===== src/rtl/udp_cam_pkg.sv =====
// Shared types and constants for the camera-to-UDP packet scheduler.
// UDP_SCHED_HDR_EN selects the 4-byte frame/line/segment header.
package udp_cam_pkg;

    typedef enum logic [2:0] {
        S_IDLE,
        S_REQ,
        S_HDR,
        S_PAYLOAD,
        S_DRAIN,
        S_GAP
    } sched_state_t;

`ifdef UDP_SCHED_HDR_EN
    localparam int unsigned HDR_BYTES = 4;
`else
    localparam int unsigned HDR_BYTES = 0;
`endif

    localparam int unsigned FRAME_W = 16;
    localparam int unsigned LINE_W  = 15;
    localparam int unsigned LEN_W   = 16;

endpackage


===== src/rtl/udp_pixel_scheduler_if.sv =====
// Scheduler-to-UDP-engine packet handshake; the scheduler is the master.
interface udp_pixel_scheduler_if;
    import udp_cam_pkg::*;

    logic             tx_req;
    logic             tx_ack;
    logic [7:0]       tx_data;
    logic             tx_valid;
    logic             tx_last;
    logic [LEN_W-1:0] tx_len;

    modport master (
        output tx_req, tx_data, tx_valid, tx_last, tx_len,
        input  tx_ack
    );

    modport slave (
        input  tx_req, tx_data, tx_valid, tx_last, tx_len,
        output tx_ack
    );

endinterface


===== src/rtl/udp_sched_counters.sv =====
// Segment/line/frame numbering with deferred frame_sync while a packet is in flight.
module udp_sched_counters
    import udp_cam_pkg::*;
#(
    parameter int unsigned IM_Y = 720
) (
    input  logic               gtx_clk,
    input  logic               rst_n,
    input  logic               pkt_done,
    input  logic               frame_sync,
    input  logic               busy,
    output logic               seg,
    output logic [LINE_W-1:0]  line_cnt,
    output logic [FRAME_W-1:0] frame_cnt
);

    logic pending;

    always_ff @(posedge gtx_clk or negedge rst_n) begin
        if (!rst_n) begin
            seg       <= 1'b0;
            line_cnt  <= '0;
            frame_cnt <= '0;
            pending   <= 1'b0;
        end else if (pkt_done) begin
            // A sync seen during the packet, or on its final cycle, replaces the normal step.
            if (pending || frame_sync) begin
                seg       <= 1'b0;
                line_cnt  <= '0;
                frame_cnt <= frame_cnt + 1'b1;
                pending   <= 1'b0;
            end else if (!seg) begin
                seg <= 1'b1;
            end else begin
                seg <= 1'b0;
                if (line_cnt == LINE_W'(IM_Y - 1)) begin
                    line_cnt  <= '0;
                    frame_cnt <= frame_cnt + 1'b1;
                end else begin
                    line_cnt <= line_cnt + 1'b1;
                end
            end
        end else if (frame_sync) begin
            if (busy) begin
                pending <= 1'b1;
            end else begin
                seg       <= 1'b0;
                line_cnt  <= '0;
                frame_cnt <= frame_cnt + 1'b1;
            end
        end
    end

endmodule


===== src/rtl/udp_pixel_scheduler.sv =====
// Paces RGB565 FIFO reads into fixed-size UDP payload packets with an inter-packet gap.
// UDP_SCHED_HDR_EN prepends a 4-byte frame/line/segment header.
module udp_pixel_scheduler
    import udp_cam_pkg::*;
#(
    parameter int unsigned IM_X    = 1280,
    parameter int unsigned IM_Y    = 720,
    parameter int unsigned IFG_CYC = 16
) (
    input  logic                  gtx_clk,
    input  logic                  rst_n,
    input  logic [$clog2(IM_X):0] fifo_level,
    output logic                  out_ready,
    input  logic [7:0]            pixel,
    input  logic                  pixel_valid,
    input  logic                  frame_sync,
    udp_pixel_scheduler_if.master tx
);

    localparam int unsigned PKT_BYTES = IM_X;
    localparam int unsigned LVL_W     = $clog2(IM_X) + 1;
    localparam int unsigned CNT_W     = $clog2(IM_X + IFG_CYC + 4);
    localparam logic [LEN_W-1:0] TX_LEN = LEN_W'(PKT_BYTES + HDR_BYTES);

    sched_state_t       state, state_next;
    logic [CNT_W-1:0]   cnt, cnt_next;
    logic               pkt_done;
    logic               busy;
    logic               seg;
    logic [LINE_W-1:0]  line_cnt;
    logic [FRAME_W-1:0] frame_cnt;
    logic [7:0]         hdr_byte;

    assign busy = (state == S_REQ) || (state == S_HDR) ||
                  (state == S_PAYLOAD) || (state == S_DRAIN);

    udp_sched_counters #(
        .IM_Y (IM_Y)
    ) u_counters (
        .gtx_clk    (gtx_clk),
        .rst_n      (rst_n),
        .pkt_done   (pkt_done),
        .frame_sync (frame_sync),
        .busy       (busy),
        .seg        (seg),
        .line_cnt   (line_cnt),
        .frame_cnt  (frame_cnt)
    );

    always_comb begin
        hdr_byte = '0;
        case (cnt[1:0])
            2'd0:    hdr_byte = frame_cnt[15:8];
            2'd1:    hdr_byte = frame_cnt[7:0];
            2'd2:    hdr_byte = {seg, line_cnt[14:8]};
            default: hdr_byte = line_cnt[7:0];
        endcase
    end

    always_ff @(posedge gtx_clk or negedge rst_n) begin
        if (!rst_n) begin
            state <= S_IDLE;
            cnt   <= '0;
        end else begin
            state <= state_next;
            cnt   <= cnt_next;
        end
    end

    always_comb begin
        state_next  = state;
        cnt_next    = cnt;
        out_ready   = 1'b0;
        pkt_done    = 1'b0;
        tx.tx_req   = 1'b0;
        tx.tx_len   = '0;
        tx.tx_valid = 1'b0;
        tx.tx_last  = 1'b0;
        tx.tx_data  = '0;
        case (state)
            S_IDLE: begin
                if (fifo_level >= LVL_W'(PKT_BYTES)) state_next = S_REQ;
            end
            S_REQ: begin
                tx.tx_req = 1'b1;
                tx.tx_len = TX_LEN;
                if (tx.tx_ack) begin
                    cnt_next = '0;
`ifdef UDP_SCHED_HDR_EN
                    state_next = S_HDR;
`else
                    state_next = S_PAYLOAD;
`endif
                end
            end
            S_HDR: begin
                tx.tx_valid = 1'b1;
                tx.tx_data  = hdr_byte;
                cnt_next    = cnt + CNT_W'(1);
                if (cnt == CNT_W'(3)) begin
                    cnt_next   = '0;
                    state_next = S_PAYLOAD;
                end
            end
            S_PAYLOAD: begin
                // Read data lags out_ready by one cycle, so bytes start on the 2nd cycle.
                out_ready = 1'b1;
                if (cnt != '0) begin
                    tx.tx_valid = pixel_valid;
                    tx.tx_data  = pixel;
                end
                cnt_next = cnt + CNT_W'(1);
                if (cnt == CNT_W'(PKT_BYTES - 1)) begin
                    cnt_next   = '0;
                    state_next = S_DRAIN;
                end
            end
            S_DRAIN: begin
                tx.tx_valid = pixel_valid;
                tx.tx_data  = pixel;
                tx.tx_last  = pixel_valid;
                pkt_done    = 1'b1;
                cnt_next    = '0;
                state_next  = S_GAP;
            end
            S_GAP: begin
                cnt_next = cnt + CNT_W'(1);
                if (cnt == CNT_W'(IFG_CYC - 1)) begin
                    cnt_next   = '0;
                    state_next = S_IDLE;
                end
            end
            default: state_next = S_IDLE;
        endcase
    end

endmodule


===== src/flat_wrapper.sv =====
// flat-port wrapper written by rule: the top's interface ports become plain ports
module udp_pixel_scheduler_flat import udp_cam_pkg::*;
#(
    parameter int unsigned IM_X    = 1280,
    parameter int unsigned IM_Y    = 720,
    parameter int unsigned IFG_CYC = 16
)
  (gtx_clk, rst_n, fifo_level, out_ready, pixel, pixel_valid, frame_sync, tx_tx_req, tx_tx_data, tx_tx_valid, tx_tx_last, tx_tx_len, tx_tx_ack);
  udp_pixel_scheduler_if tx_i ();
  input  logic gtx_clk;
  input  logic rst_n;
  input  logic [$clog2(IM_X):0] fifo_level;
  output logic out_ready;
  input  logic [7:0] pixel;
  input  logic pixel_valid;
  input  logic frame_sync;
  output wire logic [$bits(tx_i.tx_req)-1:0] tx_tx_req;
  output wire logic [$bits(tx_i.tx_data)-1:0] tx_tx_data;
  output wire logic [$bits(tx_i.tx_valid)-1:0] tx_tx_valid;
  output wire logic [$bits(tx_i.tx_last)-1:0] tx_tx_last;
  output wire logic [$bits(tx_i.tx_len)-1:0] tx_tx_len;
  input wire logic [$bits(tx_i.tx_ack)-1:0] tx_tx_ack;
  assign tx_tx_req = tx_i.tx_req;
  assign tx_tx_data = tx_i.tx_data;
  assign tx_tx_valid = tx_i.tx_valid;
  assign tx_tx_last = tx_i.tx_last;
  assign tx_tx_len = tx_i.tx_len;
  assign tx_i.tx_ack = tx_tx_ack;
  udp_pixel_scheduler #(.IM_X(IM_X), .IM_Y(IM_Y), .IFG_CYC(IFG_CYC)) u_core (.gtx_clk(gtx_clk), .rst_n(rst_n), .fifo_level(fifo_level), .out_ready(out_ready), .pixel(pixel), .pixel_valid(pixel_valid), .frame_sync(frame_sync), .tx(tx_i));
endmodule

===== config.mk =====
export PLATFORM = sky130hd
export DESIGN_NAME = udp_pixel_scheduler_flat
export DESIGN_NICKNAME = d
export VERILOG_FILES = /design/src/rtl/udp_cam_pkg.sv /design/src/rtl/udp_pixel_scheduler_if.sv /design/src/rtl/udp_sched_counters.sv /design/src/rtl/udp_pixel_scheduler.sv /design/src/flat_wrapper.sv
export SDC_FILE = /design/constraint.sdc
export NUM_CORES = 1
export LEC_CHECK = 0
export CAP_MARGIN = 15
export CORE_MARGIN = 3
export CORE_UTILIZATION = 51
export CTS_CLUSTER_DIAMETER = 100
export CTS_CLUSTER_SIZE = 20
export DETAILED_ROUTE_END_ITERATION = 7
export GPL_TIMING_DRIVEN = 0
export PLACE_DENSITY_LB_ADDON = 0.05
export REMOVE_ABC_BUFFERS = 1
export SLEW_MARGIN = 20
export SYNTH_ARGS = -nofsm -noshare
export SYNTH_HDL_FRONTEND = slang
export SYNTH_SLANG_ARGS = --single-unit

===== constraint.sdc =====
create_clock -name gtx_clk -period 5 [get_ports gtx_clk]
set_input_delay 0.75 -clock gtx_clk [delete_from_list [all_inputs] [get_ports gtx_clk]]
set_output_delay 0.75 -clock gtx_clk [all_outputs]
set_load 0.03 [all_outputs]

==> metrics.md <==
| Metric | Value |
|---|---|
| Largest family of logic cells by synthesized area | simple AND/OR/NAND/NOR gates |
| Post-CTS setup buffers | 0 |
| Clock Latency Late Sink | 0.30 ns |
| ANT nets after route | 0 |
| Top-area cell type share of the netlist area | 0.400 |
| Max transition margin | 0.353 |
| Post-DP HPWL | 4.89 mm |
| Minimum clock period | ~3.6 ns |
| Post-synthesis xor/xnor area fraction | 0.0894 |
| WS Path Type | reg -> out |
| Post-CTS resize count | 0 |
| #FFs+latches synth | between 40 and 50 |
| Pre-CTS setup slack | roughly 1.7 ns |
| Fin crit share | 0.714 |
| 1st-iter DRT viols | approximately 230 |
| # Max-Cap Violations | 0 |
| Cts hold-fix bufs | 0 |
| Overflow after GRT | 0 |
| Initial Utilization | 0.530 |
| Outcome | finished, final reports clean |
| WP data arrival | roughly 2.8 ns |
| Top FF cell, synth | dfrtp_1 |
| R2R setup slack | approximately 2.4 ns |
| WL/cell | about 16 µm |
| Post-synthesis mux area share | 0.00383 |
| FILL cells | about 530 |
| CTS buffer count | 5 |
| DRC viols | 0 |
| Power Density | around 220 nW/µm² |
| DR vias | between 2k and 2.5k |
| Post-synth cell types | about 50 |
| CP Max Fanout | 17 |
| Core ar. | approximately 5500 µm² |
| Startpoint types | flop |
| Synth Area in Compound Gates | 0.159 |
| Antenna diode count | 0 |
| Clock Tree Root | clkbuf_8 |
| IO Count | 53 |
| Clock Sinks | 47 |
| Final setup fails | 0 |
| RR Startpoint | u_core.state[0] |
| Slack of the critical path | between 1 and 1.5 ns |
| Max Clock Freq | between 200 and 300 MHz |
| Largest net degree at the start of global routing | 28 |
| Slew Limit Fails | 0 |
| Vias in the first global route | about 2.2k |
| Die height | 81.9 µm |
| First-pass GRT wire length | approximately 11 mm |
| Sequential area share after synthesis | 0.400 |
| Worst-Margin Slew | 0.969 ns |
| HP Class | in -> async |
| Post-synthesis cell count | between 300 and 400 |
| Synth cell count leaders | dfrtp_1, nor2_1, nand2_1 |
| Gr usage total | 0.218 |
| Clock Path Buffers | 2 |
| Share of cells above drive strength 1 | 0.0641 |
| Max VDD drop | roughly 140 µV |
| Post-synth EDFFs | 0 |
| Worst-case reg-to-reg path depth | 4 |
| Top-count cell post-synth | dfrtp_1 |
| IO buf count | 30 |
| Warnings from Yosys | 0 |
| CTS tree | done |
| RSZ-0062 raised after global routing | false |
| RePlAce Congestion | ~0.8 |
| DRT Pass-1 Iters | 6 |
| Worst-path clk slew | 0.09 ns |
| Synth area leader | dfrtp_1 |
| R2R Path End | u_core.u_counters.frame_cnt[1] |
| Post-synth ARST share | 1.00 |
| Mean post-synth cell area | about 9.0 µm² |
| Final Hold Viols | 0 |
| Die area | 6710 µm² |
| CTS H-Tree Depth | 2 |
| Initial antenna violation count | 0 |
| Leak pwr | around 1.4 nW |
| Die W | between 80 and 90 µm |
| Post-Synth Simple-Gate Area | 0.245 |
| Setup TNS | 0 ns |
| # rows | 27 |
| Total Nets Final | between 300 and 400 |
| Post-Synth Adder-Cell Area | 0.0255 |
| Crit path capture type | output port |
| Synthesis-to-layout area growth | 12.8% |
| Synth area leaders | dfrtp_1, xnor2_1, buf_4, o21ai_0, nand3_1 |
| Clock skew | around 0.0038 ns |
| Worst EP required | roughly 4.3 ns |
| Mapped Area | 2940 µm² |
| Post-DR vias/cell | about 6 |
| Final WL | 6.80 mm |
==> metal layers <==
layer / up-vias / routed length (µm) / track usage / part of all wire
li1: 1178 / - / - / -
met1: 1172 / 3450 / 0.347 / 0.51
met2: 96 / 2780 / 0.303 / 0.41
met3: 6 / 506 / 0.0351 / 0.074
met4: 0 / 65 / 0.0548 / 0.0096
met5: - / 0 / 0 / 0
==> report_power, final <==
group / switching, W / total (W) / internal, W
logic: 0.0000360 / 0.0000593 / 0.0000233
registers: 0.00000287 / 0.000385 / 0.000382
clock network: 0.000129 / 0.000275 / 0.000147
total: 0.000167 / 0.000719 / 0.000552
==> layout make-up <==
class	instances	area (µm²)	share of cell area
timing repair buffer	31	315	0.0951
tap	72	90.1	0.0272
clock inverter	1	30.0	0.00906
sequential	47	1180	0.355
clock buffer	6	72.6	0.0219
multi-input combinational	250	1600	0.483
inverter	8	30.0	0.00906
==> cell families after synthesis <==
kind of cell | Yosys count
AO/OA/AOI/OAI | 64
XOR/XNOR | 30
adder cells (fa/ha/maj) | 6
buffers and inverters | 41
flip-flops | 47
multiplexers | 1
other | 1
AND/OR/NAND/NOR | 135
==> worst max-delay path: stages (launching register included) <==
cell and delay [ns]:
dfrtp_1 0.65, or3b_2 0.54, o21ai_1 0.42, a22o_1 0.25
clkdlybuf4s50_1 0.67
==> worst max path at each step <==
| stage | startpoint | to | slack (ns) | cells past startpoint |
|---|---|---|---|---|
| after detailed placement | frame_sync | u_core.u_counters.frame_cnt[1] | 1.74 | 5 |
| final | u_core.state[2] | tx_tx_data[1] | 1.43 | 4 |
| after floorplan | u_core.state[2] | tx_tx_len[10] | 1.67 | 1 |
| after global routing | u_core.cnt[0] | tx_tx_data[1] | 1.22 | 6 |
| after CTS | u_core.cnt[0] | tx_tx_data[1] | 1.42 | 6 |
| after global placement | u_core.state[2] | tx_tx_data[1] | 1.62 | 3 |
==> layout by cell type, fill, tap and decap left out, types with 5 or more instances in the layout <==
cell / netlist / layout
a222oi_1: 8 / 8
nor2_1: 28 / 28
xor2_1: 10 / 10
a21oi_1: 5 / 5
o21ai_0: 23 / 23
nand4_1: 8 / 8
clkdlybuf4s50_1: 0 / 29
nor3_1: 6 / 6
inv_1: 8 / 8
xnor2_1: 20 / 20
nor4_1: 6 / 6
clkbuf_8: 0 / 5
nand2_1: 26 / 26
nand3_1: 22 / 22
conb_1: 1 / 14
dfrtp_1: 47 / 47
a22o_1: 8 / 8
and3_1: 15 / 15
ha_1: 6 / 6
==> per-stage QoR <==
stage                     power (W)  cell area (µm²)  hold WS [ns]  std cells  utilization
after floorplan            0.000421             2790         0.446        305            -
after global placement     0.000450             3180         0.469        407        0.575
after detailed placement   0.000452             3210         0.470        408        0.580
after CTS                  0.000725             3310         0.420        415        0.598
after global routing       0.000746             3310         0.426        415        0.598
final                      0.000719             3310         0.402        415        0.598
==> registers in the layout, indices dropped and copies added (netlist names) <==
name,count
u_core.u_counters.seg,1
u_core.u_counters.line_cnt,15
u_core.u_counters.frame_cnt,16
u_core.u_counters.pending,1
u_core.state,3
u_core.cnt,11
No activity file was read; power rests on OpenSTA's default activity.
